$ cat config.mk
export PLATFORM = sky130hd
export DESIGN_NAME = gate_test_sequencer
export DESIGN_NICKNAME = d
export VERILOG_FILES = /design/src/rtl/gate_test_sequencer.sv
export SDC_FILE = /design/constraint.sdc
export NUM_CORES = 1
export LEC_CHECK = 0
export ABC_AREA = 0
export CAP_MARGIN = 20
export CORE_MARGIN = 1.5
export CORE_UTILIZATION = 49
export CTS_CLUSTER_DIAMETER = 40
export DETAILED_ROUTE_END_ITERATION = 10
export GPL_ROUTABILITY_DRIVEN = 0
export GPL_TIMING_DRIVEN = 0
export PLACE_DENSITY = 0.83
export SYNTH_ARGS = -nofsm -noshare
export SYNTH_HDL_FRONTEND = slang
export SYNTH_SLANG_ARGS = --single-unit
$ cat constraint.sdc
create_clock -name clk -period 2.83 [get_ports clk]
set_clock_uncertainty 0.2 [all_clocks]
set_input_delay 0.566 -clock clk [delete_from_list [all_inputs] [get_ports clk]]
set_output_delay 0.566 -clock clk [all_outputs]
set_load 0.03 [all_outputs]
$ cat src/rtl/gate_test_sequencer.sv
// Stimulus/compare sequencer for a 2-input gate under test: sweeps {a,b}
// through 00..11, holds each for dwell cycles, checks y against a truth table.
`timescale 1ns/1ps
module gate_test_sequencer #(
  parameter int unsigned DWELL_W = 8,
  parameter int unsigned ERR_W   = 3
) (
  input  logic               clk,
  input  logic               rst_n,
  input  logic               start,
  input  logic               abort,
  input  logic [DWELL_W-1:0] dwell,
  input  logic [3:0]         truth,
  input  logic               y,
  output logic               a,
  output logic               b,
  output logic               busy,
  output logic               done,
  output logic               pass,
  output logic [ERR_W-1:0]   err_cnt,
  output logic [3:0]         fail_vec
);

  typedef enum logic [1:0] {IDLE, DRIVE, FIN} state_t;

  state_t             state_q, state_d;
  logic [1:0]         idx_q, idx_d;
  logic [DWELL_W-1:0] cnt_q, cnt_d;
  logic [DWELL_W-1:0] dwell_q, dwell_d;
  logic [3:0]         truth_q, truth_d;
  logic [ERR_W-1:0]   err_q, err_d;
  logic [3:0]         fail_q, fail_d;
  logic               pass_q, pass_d;
  logic [1:0]         ab_q, ab_d;
  logic               busy_q, busy_d;
  logic               done_q, done_d;
  logic [DWELL_W-1:0] dwell_eff;

  assign dwell_eff = (dwell == '0) ? DWELL_W'(1) : dwell;

  always_comb begin
    state_d = state_q;
    idx_d   = idx_q;
    cnt_d   = cnt_q;
    dwell_d = dwell_q;
    truth_d = truth_q;
    err_d   = err_q;
    fail_d  = fail_q;
    pass_d  = pass_q;
    unique case (state_q)
      IDLE: begin
        if (start) begin
          dwell_d = dwell_eff;
          truth_d = truth;
          err_d   = '0;
          fail_d  = '0;
          pass_d  = 1'b0;
          idx_d   = 2'd0;
          cnt_d   = dwell_eff - DWELL_W'(1);
          state_d = DRIVE;
        end
      end
      DRIVE: begin
        // abort takes priority over the final compare: no result update at all
        if (abort) begin
          state_d = IDLE;
          pass_d  = 1'b0;
        end else if (cnt_q != '0) begin
          cnt_d = cnt_q - DWELL_W'(1);
        end else begin
          if (y != truth_q[idx_q]) begin
            fail_d[idx_q] = 1'b1;
            if (err_q != '1) err_d = err_q + ERR_W'(1);
          end
          if (idx_q == 2'd3) begin
            state_d = FIN;
            pass_d  = (fail_d == '0);
          end else begin
            idx_d = idx_q + 2'd1;
            cnt_d = dwell_q - DWELL_W'(1);
          end
        end
      end
      FIN:     state_d = IDLE;
      default: state_d = IDLE;
    endcase
    // Outputs are registered from next-state so {a,b}/busy/done never glitch.
    busy_d = (state_d == DRIVE);
    done_d = (state_d == FIN);
    ab_d   = busy_d ? idx_d : 2'd0;
  end

  always_ff @(posedge clk or negedge rst_n) begin
    if (!rst_n) begin
      state_q <= IDLE;
      idx_q   <= '0;
      cnt_q   <= '0;
      dwell_q <= '0;
      truth_q <= '0;
      err_q   <= '0;
      fail_q  <= '0;
      pass_q  <= 1'b0;
      ab_q    <= '0;
      busy_q  <= 1'b0;
      done_q  <= 1'b0;
    end else begin
      state_q <= state_d;
      idx_q   <= idx_d;
      cnt_q   <= cnt_d;
      dwell_q <= dwell_d;
      truth_q <= truth_d;
      err_q   <= err_d;
      fail_q  <= fail_d;
      pass_q  <= pass_d;
      ab_q    <= ab_d;
      busy_q  <= busy_d;
      done_q  <= done_d;
    end
  end

  assign a        = ab_q[1];
  assign b        = ab_q[0];
  assign busy     = busy_q;
  assign done     = done_q;
  assign pass     = pass_q;
  assign err_cnt  = err_q;
  assign fail_vec = fail_q;

endmodule

# ---- Word level (Yosys, flattened, before mapping)
# Index checks and enable logic that the tools add are counted.
dict set report totals {
  output_inout_bits 12
  reg_bits 36
  wordCells 84
  inputBits 17
}
dict set report classes {
  muxes 40
  order_cmp 2
  bitwise 1
  n_addsub 5
  eq_ne 14
  n_reduce_logical 11
}
# operator count
set op_table {}
lappend op_table {{2-to-1 mux 8 bit} 5}
lappend op_table {{2-to-1 mux 4 bit} 7}
lappend op_table {{subtractor 8 x 1 -> 8 bit (second input constant)} 3}
lappend op_table {{2-to-1 mux 2 bit} 9}
lappend op_table {{case mux 8 bit (2 select lines)} 1}
lappend op_table {{2-to-1 mux 3 bit} 5}
lappend op_table {{inequality test 3 bit (second input constant)} 4}
lappend op_table {{AND reduction 4 bit} 3}
lappend op_table {{inequality test 2 bit (second input constant)} 5}
lappend op_table {{logical NOT 8 bit} 1}
lappend op_table {{case mux 2 bit (2 select lines)} 2}
lappend op_table {{case mux 4 bit (2 select lines)} 1}
lappend op_table {{nonzero test 8 bit} 1}
lappend op_table {{2-to-1 mux 1 bit} 6}
lappend op_table {{case mux 3 bit (2 select lines)} 1}
lappend op_table {{AND reduction 6 bit} 1}
lappend op_table {{equality test 2 x 1 -> 1 bit (second input constant)} 2}
lappend op_table {{equality test 2 bit (second input constant)} 2}
lappend op_table {{logical NOT 4 bit} 1}
lappend op_table {{bitwise OR 4 bit} 1}
lappend op_table {{adder 3 x 1 -> 3 bit (second input constant)} 1}
lappend op_table {{< comparator 2 x 3 -> 1 bit (second input constant)} 1}
lappend op_table {{adder 2 x 1 -> 2 bit (second input constant)} 1}
lappend op_table {{binary-select mux 1 bit (select 2 bit)} 1}
lappend op_table {{other kinds (8)} 8}

# ---- Logic depth before layout (Yosys ltp)
# Gate-level depths: netlist of the first run.
dict set report logic_depth {
  ltp_word 14
  mapped_depth 11
  ltp_nobuf 10
}

# ---- Least setup slack after synthesis of the first run
# OpenSTA, ideal clock, no wires.
dict set report synth_path {
  path_type {flip-flop to flip-flop}
  startpoint {register cnt_q[5]}
  endpoint {register cnt_q[2]}
  n_path_buf 1
  period_less_slack_ns 2.261
  stages_incl_launch_ff 12
  setup_ns 0.129
  arrival_ns 1.932
  t_required_ns 2.501
  path_slack_ns 0.569
  path_cell_list {dfrtp_1 nor4_4 and2_1 buf_4 a21oi_1 nor2_1 a21oi_1 ha_1 a211oi_1 nor2_1 o32ai_1 a21oi_1}
}
dict set report synth_via {
  elab_chain_len 4
  word_cells_on_any_way 6
  cone_classes {1 x eq/ne; 3 x mux; 2 x reduce/logical}
}
# element line_no
set synth_lines {}
lappend synth_lines {{from (decl)} 28} ;# logic [DWELL_W-1:0] cnt_q, cnt_d;
lappend synth_lines {{from (signal assigned)} 109} ;# cnt_q <= cnt_d;
lappend synth_lines {{nonzero test 8 bit (*)} 68} ;# end else if (cnt_q != '0) begin
lappend synth_lines {{2-to-1 mux 8 bit} 68}
lappend synth_lines {{2-to-1 mux 8 bit} 65} ;# if (abort) begin
lappend synth_lines {{case mux 8 bit (2 select lines)} 50} ;# unique case (state_q)
# Every way passes the cells marked *; elsewhere a longest branch is shown, timed or not. The select of a mux whose other input is x is not followed.
# A chain may end at the register's enable or synchronous reset.

# ---- Worst setup path after layout of the first run
# Same ends and word-level chain as after synthesis.

==> results of run 1 <==
cells in the final DEF (no fill, tap or decap), types with 2 or more instances in the layout:
master,netlist,routed
a31oi_1,5,5
o21ai_1,4,4
mux2_4,2,2
nor3b_1,2,2
buf_2,1,2
nand3_1,4,4
inv_1,2,2
o21ai_0,7,7
buf_6,2,2
buf_4,2,2
clkbuf_8,0,7
clkbuf_1,4,4
a21oi_2,2,2
nor2_1,26,26
a22o_1,3,3
clkdlybuf4s50_1,0,27
dfrtp_1,36,36
nor4_4,2,2
ha_1,3,3
nand2_1,43,43
nor2b_1,2,2
nor2_2,2,2
nor3_1,6,6
a21oi_1,12,12
or3_1,3,3
nor3b_2,2,2
and2_1,3,3
xnor2_1,2,2
per-stage QoR:
step           cell area [µm²]  total power [mW]  std cells  TNS [ns]
6_report                  2434             1.651        294         0
5_1_grt                   2434             1.758        294         0
4_1_cts                   2434             1.662        294         0
3_5_place_dp              2307             1.166        286  -0.02900
3_3_place_gp              2312             1.150        286  -0.02863
2_1_floorplan             1972             1.026        210         0
where the power goes:
group / switching, mW / leakage [nW] / total [mW] / internal, mW
Clock: 0.179 / 0.0645 / 0.490 / 0.311
Combinational: 0.232 / 0.541 / 0.427 / 0.194
Sequential: 0.129 / 0.458 / 0.734 / 0.605
cell families (layout without fill, tap and decap cells):
kind of cell / Yosys count / count (layout) / synth area share, %
buffers and inverters: 12 / 48 / 3.616
muxes: 4 / 4 / 3.173
AOI/OAI and AO/OA: 45 / 45 / 15.36
xor gates and xnor gates: 3 / 3 / 1.714
adders and majority gates: 3 / 3 / 1.904
DFF: 36 / 36 / 45.69
and+or+nand+nor: 107 / 107 / 28.55
critical path, cell delays in order (launching register included):
cell and delay, ns:
dfrtp_1 0.44, nor4_4 0.52, and2_1 0.21, buf_4 0.16, a21oi_1 0.07, nor2_1 0.10
a21oi_1 0.05, ha_1 0.27, a211oi_1 0.19, nor2_1 0.07, o32ai_1 0.13, a21oi_1 0.07
worst max path at each step:
| stage | slack, ns | endpoint | start | depth (start not counted) |
|---|---|---|---|---|
| 2_1_floorplan | 0.57 | cnt_q[2] | cnt_q[5] | 11 |
| 3_3_place_gp | -0.03 | cnt_q[6] | dwell[5] | 8 |
| 3_5_place_dp | -0.03 | cnt_q[6] | dwell[5] | 8 |
| 5_1_grt | 0.05 | cnt_q[2] | cnt_q[5] | 11 |
| 6_report | 0.21 | cnt_q[2] | cnt_q[5] | 11 |
| 4_1_cts | 0.21 | cnt_q[2] | cnt_q[5] | 11 |
flip-flops by register name (all words and copies together), names as in the netlist, 2 cells and up:
| register | count |
|---|---|
| cnt_q | 8 |
| state_q | 2 |
| idx_q | 2 |
| err_cnt | 3 |
| ab_q | 2 |
| dwell_q | 8 |
| fail_vec | 4 |
| truth_q | 4 |
area by class of cell:
class,instances,area [µm²]
repair buffers,28,275.3
flip-flops and latches,36,900.9
well taps,48,60.06
multi-input cells,162,999.7
clock inverters,1,30.03
fillers,276,1338
clock buffers,7,96.34
plain buffers,9,57.56
inverters,3,13.76
metal layers:
metal	part of all wire [%]	vias to the layer above
met3	5.0	6
met5	0	-
met4	1.5	0
li1	-	798
met1	48	765
met2	45	52
==> summary.txt, run 1 <==
r2r worst-path depth: 11
row cnt: 22
clock-pin slew on the worst setup and hold paths: 0.08 ns
Worst Path Max Fanout: 8
met3 Track Usage GR: 5.111%
Routed WL: 4316 µm
endpoint class of the critical path: register
Final HPWL DP: 3175 µm
Peak Freq: 0.3811 GHz
post-layout min period: 2.624 ns
GRT overflow: 0
worst reg2reg endpoint: cnt_q[2]
DR pass1 iterations: 4
sequential fraction of the synthesis area: 45.69%
total number of vias: 1621
HP Class: input pin to async pin
clk sink count: 36
cell with the most instances after synthesis: nand2_1
final worst slack: 0.2061 ns
PostCTS Resize Cnt: 0
number of global-route vias before repair: 1465
Leak: 1.064 nW
number of flops mapped to enable cells by yosys: 0
Final setup viols: 0
Most Crowded Layer GR: met1
ANT cells: 0
Wirelength per Cell: 14.68 µm
io pins: 29
initial antenna violation count: 0
syn_nets: 230
share of layout cells above drive strength 1: 15.04%
max_cap viols: 0
met2 Use GR: 32.25%
GRT met1 Usage: 33.19%
Power Density: 678.4 nW/µm²
Slew Limit Fails: 0
ys flop type: dfrtp_1
Overall Global Routing Usage: 22.58%
Final Core Density: 64.53%
DR iter-0 viols: 120
Worst EP required: 2.79 ns
WHS: 0.1393 ns
Unique masters post-synth: 54
Final period util: 92.72%
CTS max path bufs: 2
drt drc: 0
status: complete, no violations
pin count of the biggest net entering global routing: 37
CTS tree: built
Cell Area, Synth: 1972 µm²
Num CTS Buffers: 5
RSZ-0062 raised after global routing: false
Yosys reg bits: 36
VDD IR-drop max: 405.2 µV
Starting Density: 52.29%
critical path class: register to register
dominant cells by area after synthesis: dfrtp_1, nand2_1, nor2_1
Post-synth ARST share: 100.0%
Synth Area per Inst: 9.390 µm²
reg2reg start: cnt_q[5]
Die H: 66.44 µm
register-to-register setup slack: 0.21 ns
Post-synth top cells: nand2_1, dfrtp_1, nor2_1
clk_lat worst skew: 0.29 ns
first-pass GRT wire length: 7293 µm
DR vias/cell: 5.514
Placeable Area: 3771 µm²
Hold Fails Final Rpt: 0
CTS H-tree lvls: 2
Hold-fix buffers, CTS: 0
fin nets: 265
Yosys Warn Count: 0
worst slew pin tran: 0.7698 ns
Root Driver: clkbuf_8
startpoint types: register
Synth Instances: 210
input/output buffers: 28
Area growth syn-to-layout: 23.41%
worst endpoint data arrival time: 2.59 ns
DIE AREA: 4414 µm²
Yosys top cell area share: 45.69%
area leader, netlist: dfrtp_1
Post-CTS Setup Repair Bufs: 0
post-route ant nets: 0
worst rel slew slack: 48.68%
Die W: 66.44 µm
worst slack at placement: -0.02900 ns
(Power assumes the default switching activity.)
==> run 2, diff against run 1 <==
--- a/config.mk
+++ b/config.mk
@@ -15,4 +15,5 @@
 export GPL_TIMING_DRIVEN = 0
 export PLACE_DENSITY = 0.83
+export SKIP_LAST_GASP = 1
 export SYNTH_ARGS = -nofsm -noshare
 export SYNTH_HDL_FRONTEND = slang
--- a/constraint.sdc
+++ b/constraint.sdc
@@ -3,3 +3,3 @@
 set_input_delay 0.566 -clock clk [delete_from_list [all_inputs] [get_ports clk]]
 set_output_delay 0.566 -clock clk [all_outputs]
-set_load 0.03 [all_outputs]
+set_load 0.01 [all_outputs]
==> results of run 2 <==
Same layout as run 1 (identical final DEF). Status: complete, no violations.
Among the figures that moved: total power 1.651 mW -> 1.641 mW
